`config.mk`:
```
export PLATFORM = sky130hd
export DESIGN_NAME = coffee_dispenser
export DESIGN_NICKNAME = d
export VERILOG_FILES = /design/src/rtl/coffee_dispenser.sv
export SDC_FILE = /design/constraint.sdc
export NUM_CORES = 1
export LEC_CHECK = 0
export CORE_MARGIN = 5
export CORE_UTILIZATION = 58
export DETAILED_ROUTE_END_ITERATION = 6
export DONT_BUFFER_PORTS = 1
export PLACE_DENSITY = 0.82
export RECOVER_POWER = 25
export REMOVE_ABC_BUFFERS = 1
export SLEW_MARGIN = 20
export SYNTH_ARGS = -nofsm -noshare
export SYNTH_HDL_FRONTEND = slang
export SYNTH_SLANG_ARGS = --single-unit
```
`constraint.sdc`:
```
create_clock -name clk -period 5.6 [get_ports clk]
set_clock_uncertainty 0.15 [all_clocks]
set_input_delay 1.12 -clock clk [delete_from_list [all_inputs] [get_ports clk]]
set_output_delay 1.12 -clock clk [all_outputs]
set_load 0.005 [all_outputs]
```
`src/rtl/coffee_dispenser.sv`:
```
// Sequences cup/grind/water/milk actuators for one-cycle drink strobes; 1-cycle request-to-cup latency, Moore outputs.
// No backpressure: a one-deep pending slot absorbs a mid-brew request, further requests are dropped with an overflow pulse.
// Optional macro CUP_SENSE_EN adds a cup_present interlock on the cup phase with a timeout fault.
module coffee_dispenser #(
    parameter int CNT_W       = 8,
    parameter int CUP_CYC     = 2,
    parameter int GRIND_CYC   = 3,
    parameter int WATER_SHORT = 4,
    parameter int WATER_LONG  = 8,
    parameter int MILK_CYC    = 5
) (
    input  logic       clk,
    input  logic       rst,
    input  logic       exprr,
    input  logic       expr_l,
    input  logic       capp,
`ifdef CUP_SENSE_EN
    input  logic       cup_present,
    output logic       fault,
`endif
    output logic       busy,
    output logic       cup_drop,
    output logic       grind,
    output logic       pump_water,
    output logic       pump_milk,
    output logic [1:0] drink,
    output logic       done,
    output logic       overflow
);

    typedef enum logic [2:0] {IDLE, CUP, GRIND, WATER, MILK, DONE} state_t;

    localparam logic [1:0] D_LONG = 2'b10;
    localparam logic [1:0] D_CAPP = 2'b11;

    localparam logic [CNT_W-1:0] CUP_LD   = CNT_W'(CUP_CYC - 1);
    localparam logic [CNT_W-1:0] GRIND_LD = CNT_W'(GRIND_CYC - 1);
    localparam logic [CNT_W-1:0] WS_LD    = CNT_W'(WATER_SHORT - 1);
    localparam logic [CNT_W-1:0] WL_LD    = CNT_W'(WATER_LONG - 1);
    localparam logic [CNT_W-1:0] MILK_LD  = CNT_W'(MILK_CYC - 1);

    state_t           state, state_nx;
    logic [CNT_W-1:0] cnt, cnt_nx;
    logic [1:0]       code, code_nx;
    logic [1:0]       pend, pend_nx;
    logic             pend_vld, pend_vld_nx;
    logic             ovf_nx;
    logic [1:0]       req_code;
    logic             req;

`ifdef CUP_SENSE_EN
    localparam logic [CNT_W:0] WAIT_MAX = {1'b1, {CNT_W{1'b0}}};
    logic [CNT_W:0] wait_cnt, wait_cnt_nx;
    logic           fault_nx;
`endif

    // Priority capp > expr_l > exprr; losers are discarded.
    always_comb begin
        req_code = 2'b00;
        if (capp)
            req_code = 2'b11;
        else if (expr_l)
            req_code = 2'b10;
        else if (exprr)
            req_code = 2'b01;
    end
    assign req = (req_code != 2'b00);

    always_comb begin
        state_nx    = state;
        cnt_nx      = cnt;
        code_nx     = code;
        pend_nx     = pend;
        pend_vld_nx = pend_vld;
        ovf_nx      = 1'b0;
`ifdef CUP_SENSE_EN
        wait_cnt_nx = wait_cnt;
        fault_nx    = 1'b0;
`endif
        case (state)
            IDLE: begin
                // A pending entry here only survives a cup fault; it goes first.
                if (pend_vld) begin
                    code_nx     = pend;
                    cnt_nx      = CUP_LD;
                    state_nx    = CUP;
                    pend_vld_nx = req;
                    pend_nx     = req_code;
                end else if (req) begin
                    code_nx  = req_code;
                    cnt_nx   = CUP_LD;
                    state_nx = CUP;
                end
            end
            CUP: begin
`ifdef CUP_SENSE_EN
                if (cnt != '0) begin
                    cnt_nx = cnt - 1'b1;
                end else if (cup_present) begin
                    cnt_nx      = GRIND_LD;
                    state_nx    = GRIND;
                    wait_cnt_nx = '0;
                end else if (wait_cnt == WAIT_MAX) begin
                    fault_nx    = 1'b1;
                    state_nx    = IDLE;
                    wait_cnt_nx = '0;
                end else begin
                    wait_cnt_nx = wait_cnt + 1'b1;
                end
`else
                if (cnt == '0) begin
                    cnt_nx   = GRIND_LD;
                    state_nx = GRIND;
                end else begin
                    cnt_nx = cnt - 1'b1;
                end
`endif
            end
            GRIND: begin
                if (cnt == '0) begin
                    cnt_nx   = (code == D_LONG) ? WL_LD : WS_LD;
                    state_nx = WATER;
                end else begin
                    cnt_nx = cnt - 1'b1;
                end
            end
            WATER: begin
                if (cnt == '0) begin
                    if (code == D_CAPP) begin
                        cnt_nx   = MILK_LD;
                        state_nx = MILK;
                    end else begin
                        state_nx = DONE;
                    end
                end else begin
                    cnt_nx = cnt - 1'b1;
                end
            end
            MILK: begin
                if (cnt == '0)
                    state_nx = DONE;
                else
                    cnt_nx = cnt - 1'b1;
            end
            DONE: begin
                // Chain straight into the next drink so busy stays high.
                if (pend_vld) begin
                    code_nx     = pend;
                    cnt_nx      = CUP_LD;
                    state_nx    = CUP;
                    pend_vld_nx = req;
                    pend_nx     = req_code;
                end else if (req) begin
                    code_nx  = req_code;
                    cnt_nx   = CUP_LD;
                    state_nx = CUP;
                end else begin
                    state_nx = IDLE;
                end
            end
            default: state_nx = IDLE;
        endcase

        if (req && state != IDLE && state != DONE) begin
            if (!pend_vld) begin
                pend_vld_nx = 1'b1;
                pend_nx     = req_code;
            end else begin
                ovf_nx = 1'b1;
            end
        end
    end

    always_ff @(posedge clk or posedge rst) begin
        if (rst) begin
            state    <= IDLE;
            cnt      <= '0;
            code     <= 2'b00;
            pend     <= 2'b00;
            pend_vld <= 1'b0;
            overflow <= 1'b0;
`ifdef CUP_SENSE_EN
            wait_cnt <= '0;
            fault    <= 1'b0;
`endif
        end else begin
            state    <= state_nx;
            cnt      <= cnt_nx;
            code     <= code_nx;
            pend     <= pend_nx;
            pend_vld <= pend_vld_nx;
            overflow <= ovf_nx;
`ifdef CUP_SENSE_EN
            wait_cnt <= wait_cnt_nx;
            fault    <= fault_nx;
`endif
        end
    end

    assign busy       = (state != IDLE);
    assign cup_drop   = (state == CUP);
    assign grind      = (state == GRIND);
    assign pump_water = (state == WATER);
    assign pump_milk  = (state == MILK);
    assign done       = (state == DONE);
    assign drink      = (state == IDLE) ? 2'b00 : code;

endmodule

```
==> results of run 1 <==
-- report_power, final --
part	total (mW)	switching [mW]	internal (mW)
Clock	0.0653	0.0377	0.0276
Sequential	0.257	0.0820	0.175
Combinational	0.344	0.190	0.154
Total	0.667	0.310	0.357
-- state kept, by name (all words and copies together), names as in the netlist --
register  count
cnt           8
code          2
overflow      1
pend          2
pend_vld      1
state         3
-- kinds of logic (layout without fill, tap and decap cells) --
logic type	after synthesis	after routing	synth area share
simple gates	52	52	0.235
fa+ha+maj	1	1	0.0101
compound gates	50	50	0.288
xor+xnor	2	2	0.0202
flops	17	17	0.343
buf+inv	23	19	0.0828
mux	2	2	0.0202
-- per-stage QoR --
stage	utilization	instances	hold slack, ns
after floorplan	-	139	0.353
after global placement	0.613	166	0.382
after detailed placement	0.613	166	0.394
after CTS	0.626	170	0.408
after global routing	0.626	170	0.445
final	0.626	170	0.404
-- final cells by class --
type                       instances  area [sq um]
fill                             175           749
clock buffer                       4          26.3
sequential                        17           425
inverter                          15          56.3
tap                               27          33.8
multi-input combinational        107           711
-- synth_stat cells (2+ instances only) --
master / instances
sky130_fd_sc_hd__dfrtp_1: 17
sky130_fd_sc_hd__inv_1: 15
sky130_fd_sc_hd__o21ai_0: 13
sky130_fd_sc_hd__nand2_1: 11
sky130_fd_sc_hd__nor2_1: 10
sky130_fd_sc_hd__a21oi_1: 7
sky130_fd_sc_hd__nor3_1: 6
sky130_fd_sc_hd__or3_1: 5
sky130_fd_sc_hd__buf_2: 4
sky130_fd_sc_hd__o211a_1: 3
sky130_fd_sc_hd__o2bb2ai_1: 3
sky130_fd_sc_hd__a211oi_1: 2
sky130_fd_sc_hd__a31oi_1: 2
sky130_fd_sc_hd__and2_1: 2
sky130_fd_sc_hd__and3_1: 2
sky130_fd_sc_hd__clkbuf_1: 2
sky130_fd_sc_hd__nand3_1: 2
sky130_fd_sc_hd__nand4_1: 2
sky130_fd_sc_hd__o21ai_1: 2
sky130_fd_sc_hd__o22ai_1: 2
sky130_fd_sc_hd__o32ai_1: 2
-- layer usage --
metal	global-route usage	vias to the layer above
met3	0.0255	2
li1	-	531
met5	0	-
met1	0.238	503
met2	0.289	27
met4	0.0542	0
-- final timing paths --
path | from | end | slack (ns) | cells after the start
hold reg to reg | cnt[1]$_DFFE_PP0P_ | cnt[1]$_DFFE_PP0P_ | 0.40 | 2
min in group asynchronous | rst | cnt[6]$_DFFE_PP0P_ | 0.66 | 1
hold / removal | cnt[1]$_DFFE_PP0P_ | cnt[1]$_DFFE_PP0P_ | 0.40 | 2
setup reg to reg | state[1]$_DFFE_PP0P_ | cnt[0]$_DFFE_PP0P_ | 3.44 | 4
max in group asynchronous | rst | cnt[7]$_DFFE_PP0P_ | 4.22 | 1
setup / recovery | state[1]$_DFFE_PP0P_ | drink[1] | 2.72 | 2
-- worst max-delay path, cell delays in order (launching register included) --
cell and delay, ns:
sky130_fd_sc_hd__dfrtp_1 0.63, sky130_fd_sc_hd__or3_1 0.51, sky130_fd_sc_hd__and2_1 0.20
==> impl_metrics.tcl, run 1 <==
set metrics [dict create \
    syn-mean-instance-area_sq_um 8.43 \
    static-leakage-power_nw 0.529 \
    post_detailed_route_via_to_cell_ratio 6.25 \
    mostFrequentLayoutCell "sky130_fd_sc_hd__dfrtp_1" \
    ys_seq_elements 17 \
    post_route_cells_drive_above_1_share 0.0979 \
    worstHoldPathType "reg2reg" \
    cts.root.buffer_cell "sky130_fd_sc_hd__clkbuf_4" \
    wl_met2_um 1280 \
    grt_pass1_wl_um 4600 \
    worst_setup_hold_path_clk_slew_ns 0.10 \
    vias_in_the_first_global_route 1039 \
    initial_antenna_violation_count 0 \
    critPathKind "reg2out" \
    hold_viol_final 0 \
    worst-slew-pin-transition_ns 0.667 \
    mappedNetlistArea_sq_um 1240 \
    setup_viol 0 \
    route.layer.met1.wl_um 1130 \
    max_freq_mhz 347 \
    postLayoutCellArea_sq_um 1250 \
    cts_post_setup_buffers_inserted 0 \
    tritoncts "done" \
    grt-ovfl-total 0 \
    n_antenna_cell 0 \
    post_placement_worst_setup_slack_ns 3.03 \
    synth_top_area_frac 0.343 \
    setup_total_negative_slack_ns 0 \
    route.final.wire_length_um 2560 \
    placedInstanceArea_sq_um 1230 \
    synth_async_sr_flop_share 1.00 \
    h_tree_depth_reported_by_cts 1 \
    timing.final.crit_period_ns 2.88 \
    worst_ir_drop_vdd_uv 276 \
    number_of_violations_reported_at_the_end_of_detailed_routing_iteration_0 24 \
    maxCapViolations 0 \
    io_pins 14 \
    detailroute.wirelength.met3_um 135 \
    netlist-cell-type-count 54 \
    gr-usage-all-layers 0.176 \
    largest_net_degree_at_the_start_of_global_routing 24 \
    timing.max_slew.rel_slack 0.555 \
    cts.sink_count 17 \
    synth-warning-count 0 \
    detail_route.first_pass.iterations 4 \
    chipHeight_um 56.2 \
    vias_after_detailed_routing 1063 \
    synth_flop_cell "sky130_fd_sc_hd__dfrtp_1" \
    postSynthCellCount 147 \
    worst_setup_path_start_kind "flip-flop" \
    port_buffers 0 \
    worstSkewPairLatency_ns 0.28 \
    design.final.nets 150 \
    cp_max_fo 23 \
    dp.final_hpwl_um 1960 \
    fp.dieW_um 56.2 \
    maxSlewViolCount 0 \
    clockBufferDepth 2 \
    avgRoutedWirePerCell_um 15.1 \
    route.top_layer_used "met4" \
    final_min_period_over_clock_period 0.515 \
    route.antenna.remaining_nets 0 \
    endpoint_kind "output port" \
    p_per_area_nw_per_um2 533 \
    finalWorstSetupSlack_ns 2.72 \
    remaining_drc_errors 0 \
    cts-hold-fix-buffers 0 \
    core_area_sq_um 2000 \
    areaGrowthSynthToFinish_pct 1.11 \
    synth_area_leaders "sky130_fd_sc_hd__dfrtp_1, sky130_fd_sc_hd__o21ai_0, sky130_fd_sc_hd__inv_1" \
    post-layout-total-power_uw 667 \
    cell_type_contributing_the_most_total_cell_area_after_synthesis "sky130_fd_sc_hd__dfrtp_1" \
    rsz0062_at_grt "false" \
    die_area_sq_um 3160 \
    worst-endpoint-arrival_ns 1.61 \
    gp_routability_congestion 0.847 \
    layout.cells.most_common_list "sky130_fd_sc_hd__dfrtp_1, sky130_fd_sc_hd__inv_1, sky130_fd_sc_hd__o21ai_0, sky130_fd_sc_hd__nand2_1, sky130_fd_sc_hd__nor2_1" \
    run_status "finished clean" \
    synth_seq_area_share 0.343 \
    std_cell_rows 16 \
    post_cts_resized 0 \
    count_of_flip_flops_with_a_built_in_enable_after_synthesis 0 \
    cp_data_required_time_ns 4.33 \
    cts_made_buffers 3 \
    start_util 0.619 \
]
No activity file was read; power rests on OpenSTA's default activity.
==> run 2: changes to the inputs <==
clock period = 2.9 ns   (was 5.6 ns; I/O delays follow)
==> impl_metrics.tcl, run 2 (synthesized netlist as in run 1, its figures left out) <==
set metrics [dict create \
    setup_total_negative_slack_ns 0 \
    worstHoldPathType "in2async" \
    post_detailed_route_via_to_cell_ratio 6.38 \
    post_cts_resized 0 \
    run_status "finished clean" \
    maxSlewViolCount 0 \
    post_route_cells_drive_above_1_share 0.0979 \
    cp_data_required_time_ns 2.17 \
    avgRoutedWirePerCell_um 15.9 \
    worst_setup_path_start_kind "flip-flop" \
    worst-endpoint-arrival_ns 1.64 \
    worstSkewPairLatency_ns 0.29 \
    cts_post_setup_buffers_inserted 0 \
    static-leakage-power_nw 0.529 \
    port_buffers 0 \
    vias_in_the_first_global_route 1022 \
    largest_register_by_flop_count "cnt" \
    fillerInstances 184 \
    detail_route.first_pass.iterations 5 \
    post-place-cells 166 \
    final_min_period_over_clock_period 0.818 \
    h_tree_depth_reported_by_cts 1 \
    hold_viol_final 0 \
    core_area_sq_um 2000 \
    gp_routability_congestion 0.873 \
    reg_top3 "cnt x8, state x3" \
    grt_pass1_wl_um 4650 \
    remaining_drc_errors 0 \
    gr-usage-all-layers 0.182 \
    r2r_slack_ns 0.72 \
    largest_net_degree_at_the_start_of_global_routing 24 \
    number_of_violations_reported_at_the_end_of_detailed_routing_iteration_0 55 \
    r2r_cells 4 \
    cts-hold-fix-buffers 0 \
    die_area_sq_um 3160 \
    dp.final_hpwl_um 2020 \
    timing.final.crit_period_ns 2.37 \
    cts_made_buffers 3 \
    crit-reg2reg-capture "cnt[0]$_DFFE_PP0P_" \
    cts.sink_count 17 \
    final_cell_count_no_fill 170 \
    n_antenna_cell 0 \
    final_core_util 0.626 \
    largest_register_ff_count 8 \
    hold_slack_ns 0.0904 \
    p_per_area_nw_per_um2 1040 \
    route.final.wire_length_um 2700 \
    grt-ovfl-total 0 \
    tritoncts "done" \
    initial_antenna_violation_count 0 \
    setup_viol 0 \
    clockBufferDepth 2 \
    vias_after_detailed_routing 1084 \
    start_util 0.619 \
    mostFrequentLayoutCell "sky130_fd_sc_hd__dfrtp_1" \
    endpoint_kind "output port" \
    placedInstanceArea_sq_um 1230 \
    std_cell_rows 16 \
    maxCapViolations 0 \
    reg2reg_from "state[1]$_DFFE_PP0P_" \
    areaGrowthSynthToFinish_pct 1.11 \
    layout.cells.most_common_list "sky130_fd_sc_hd__dfrtp_1, sky130_fd_sc_hd__inv_1, sky130_fd_sc_hd__o21ai_0, sky130_fd_sc_hd__nand2_1, sky130_fd_sc_hd__nor2_1" \
    timing.max_slew.rel_slack 0.571 \
    worst_ir_drop_vdd_uv 606 \
    max_freq_mhz 422 \
    cts.root.buffer_cell "sky130_fd_sc_hd__clkbuf_4" \
    io_pins 14 \
    design.final.nets 150 \
    critPathKind "reg2out" \
    route.antenna.remaining_nets 0 \
    worst_setup_hold_path_clk_slew_ns 0.10 \
    postLayoutCellArea_sq_um 1250 \
    worst-slew-pin-transition_ns 0.643 \
    rsz0062_at_grt "false" \
    fp.dieW_um 56.2 \
    cp_max_fo 23 \
    chipHeight_um 56.2 \
]
[run 2: cell counts in the layout (fill, tap and decap cells not counted)]
Identical to the previous run, type by type.
[run 2: worst max path at each step]
stage | from | end | slack, ns | depth (start not counted)
after floorplan | state[1]$_DFFE_PP0P_ | drink[0] | 0.98 | 2
after global placement | state[1]$_DFFE_PP0P_ | cnt[0]$_DFFE_PP0P_ | 0.82 | 4
after detailed placement | state[1]$_DFFE_PP0P_ | cnt[0]$_DFFE_PP0P_ | 0.75 | 4
after CTS | state[1]$_DFFE_PP0P_ | drink[0] | 0.54 | 2
after global routing | state[1]$_DFFE_PP0P_ | drink[0] | 0.45 | 2
final | state[1]$_DFFE_PP0P_ | drink[0] | 0.53 | 2
[run 2: critical path, stage by stage, from the launching register on]
cell and delay (ns):
sky130_fd_sc_hd__dfrtp_1 0.63, sky130_fd_sc_hd__or3_1 0.52, sky130_fd_sc_hd__and2_1 0.20
[run 2: power by group]
group / internal [mW] / leakage, nW / total, mW / switching (mW)
sequential: 0.339 / 0.203 / 0.499 / 0.161
clock: 0.0535 / 0.0150 / 0.130 / 0.0763
combinational: 0.297 / 0.311 / 0.672 / 0.375
[run 2: layout make-up]
type | instances | area, sq um | area share
well taps | 27 | 33.8 | 0.0270
inverters | 15 | 56.3 | 0.0450
flip-flops and latches | 17 | 425 | 0.340
clock buffers | 4 | 26.3 | 0.0210
multi-input cells | 107 | 711 | 0.567
[run 2: per-layer routing]
metal,part of all wire,GRT usage,up-vias
li1,-,-,526
met1,0.41,0.241,500
met2,0.50,0.285,52
met3,0.063,0.0302,6
met4,0.022,0.0847,0
met5,0,0,-
[run 2: stage by stage]
step	power [mW]	worst slack [ns]
2_1_floorplan	1.01	0.984
3_5_place_dp	1.17	0.753
6_report	1.30	0.528
5_1_grt	1.41	0.448
4_1_cts	1.29	0.536
3_3_place_gp	1.13	0.820
==> run 3: changes to the inputs <==
clock period = 2.3 ns   (was 2.9 ns; I/O delays follow)
==> impl_metrics.tcl, run 3 (synthesized netlist as in run 1, its figures left out) <==
set metrics [dict create \
    run_status "finished, violations left" \
    violations "negative hold slack" \
    mostFrequentLayoutCell "sky130_fd_sc_hd__dfrtp_1" \
    static-leakage-power_nw 0.545 \
    maxCapViolations 0 \
    worstSkewPairLatency_ns 0.28 \
    post_route_cells_drive_above_1_share 0.116 \
    critPathKind "reg2out" \
    cp_data_required_time_ns 1.69 \
    maxSlewViolCount 0 \
    die_area_sq_um 3160 \
    port_buffers 0 \
    max_freq_mhz 472 \
    h_tree_depth_reported_by_cts 1 \
    io_pins 14 \
    areaGrowthSynthToFinish_pct 2.93 \
    largest_register_ff_count 8 \
    worst_setup_path_start_kind "flip-flop" \
    avgRoutedWirePerCell_um 14.7 \
    setup_viol 0 \
    layout.cells.most_common_list "sky130_fd_sc_hd__dfrtp_1, sky130_fd_sc_hd__inv_1, sky130_fd_sc_hd__o21ai_0, sky130_fd_sc_hd__nand2_1, sky130_fd_sc_hd__nor2_1" \
    route.final.wire_length_um 2540 \
    detail_route.first_pass.iterations 4 \
    gr-usage-all-layers 0.170 \
    worst_setup_hold_path_clk_slew_ns 0.09 \
    post_cts_resized 0 \
    critical_path.max_stage_delay_ns 0.53 \
    largest_net_degree_at_the_start_of_global_routing 18 \
    post_detailed_route_via_to_cell_ratio 6.11 \
    largest_register_by_flop_count "cnt" \
    route.antenna.remaining_nets 0 \
    chipHeight_um 56.2 \
    endpoint_kind "output port" \
    design.final.nets 153 \
    tritoncts "done" \
    p_sw_uw 741 \
    initial_antenna_violation_count 0 \
    cellInternalPower_uw 887 \
    timing.final.crit_period_ns 2.12 \
    worst-slew-pin-transition_ns 0.631 \
    cp_num_buf_inv 0 \
    rsz0062_at_grt "false" \
    vias_after_detailed_routing 1057 \
    path_delay_family "simple AND/OR/NAND/NOR gates" \
    setup_total_negative_slack_ns 0 \
    worst_ir_drop_vdd_uv 864 \
    n_antenna_cell 0 \
    cts_made_buffers 3 \
    worstHoldPathType "in2async" \
    number_of_violations_reported_at_the_end_of_detailed_routing_iteration_0 28 \
    power.share.clock 0.096 \
    cts_post_setup_buffers_inserted 0 \
    clockBufferDepth 2 \
    hold_slack_ns -0.0157 \
    final_min_period_over_clock_period 0.922 \
    grt_pass1_wl_um 4370 \
    cts.root.buffer_cell "sky130_fd_sc_hd__clkbuf_4" \
    worst-endpoint-arrival_ns 1.51 \
    fp.dieW_um 56.2 \
    std_cell_rows 16 \
    power_switching_share 0.455 \
    r2r_slack_ns 0.28 \
    start_util 0.619 \
    cp_max_fo 13 \
    hold_viol_final 17 \
    timing.critical_path.cells "or3_1 > and2_1" \
    seq_power_share 0.371 \
    remaining_drc_errors 0 \
    cts-hold-fix-buffers 0 \
    timing.max_slew.rel_slack 0.579 \
    dp.final_hpwl_um 1960 \
    cts.sink_count 17 \
    vias_in_the_first_global_route 1007 \
    p_per_area_nw_per_um2 1280 \
    reg_top3 "cnt x8, state x3" \
    combinationalPowerShare 0.534 \
    grt-ovfl-total 0 \
    core_area_sq_um 2000 \
    gp_routability_congestion 0.887 \
    critical_path.slowest_cell "sky130_fd_sc_hd__dfrtp_1" \
]
-- run 3: cell count changes in the layout (fill, tap and decap cells not counted) --
cell / before / now
sky130_fd_sc_hd__buf_4: 0 / 3
-- run 3: final timing paths --
path                                 startpoint                  end  cells past startpoint
max                        state[0]$_DFFE_PP0P_             drink[1]                      2
min                                         rst   cnt[7]$_DFFE_PP0P_                      1
max reg2reg                state[2]$_DFFE_PP0P_   cnt[0]$_DFFE_PP0P_                      4
min reg2reg                  cnt[0]$_DFFE_PP0P_   cnt[0]$_DFFE_PP0P_                      1
max in group asynchronous                   rst  code[0]$_DFFE_PP0P_                      1
min in group clk                         expr_l    pend[0]$_DFF_PP0_                      1
-- run 3: power by group through the flow --
stage | logic [mW] | clock network (mW) | registers, mW
floorplan | 0.685 | 0 | 0.582
global placement | 0.851 | 0 | 0.598
detailed placement | 0.864 | 0 | 0.607
CTS | 0.869 | 0.160 | 0.599
global route | 0.986 | 0.171 | 0.625
finish | 0.869 | 0.156 | 0.604
-- run 3: per-layer routing --
| layer | vias up | routed length (um) | GRT usage | part of all wire |
|---|---|---|---|---|
| li1 | 536 | - | - | - |
| met1 | 499 | 1230 | 0.234 | 0.49 |
| met2 | 17 | 1220 | 0.272 | 0.48 |
| met3 | 5 | 52 | 0.0278 | 0.020 |
| met4 | 0 | 27 | 0.0542 | 0.011 |
| met5 | - | 0 | 0 | 0 |
-- run 3: layout make-up --
cell class	count	area (sq um)
timing repair buffer	3	22.5
multi-input combinational	107	711
fill	165	727
inverter	15	56.3
sequential	17	425
clock buffer	4	26.3
tap	27	33.8
-- run 3: through the flow --
stage | worst slack [ns] | power (mW) | cell area [sq um] | std cells | utilization
after global routing | 0.109 | 1.78 | 1270 | 173 | 0.637
after global placement | 0.384 | 1.45 | 1250 | 169 | 0.624
after CTS | 0.175 | 1.63 | 1270 | 173 | 0.637
final | 0.179 | 1.63 | 1270 | 173 | 0.637
after floorplan | 0.415 | 1.27 | 1190 | 139 | -
after detailed placement | 0.315 | 1.47 | 1250 | 169 | 0.624
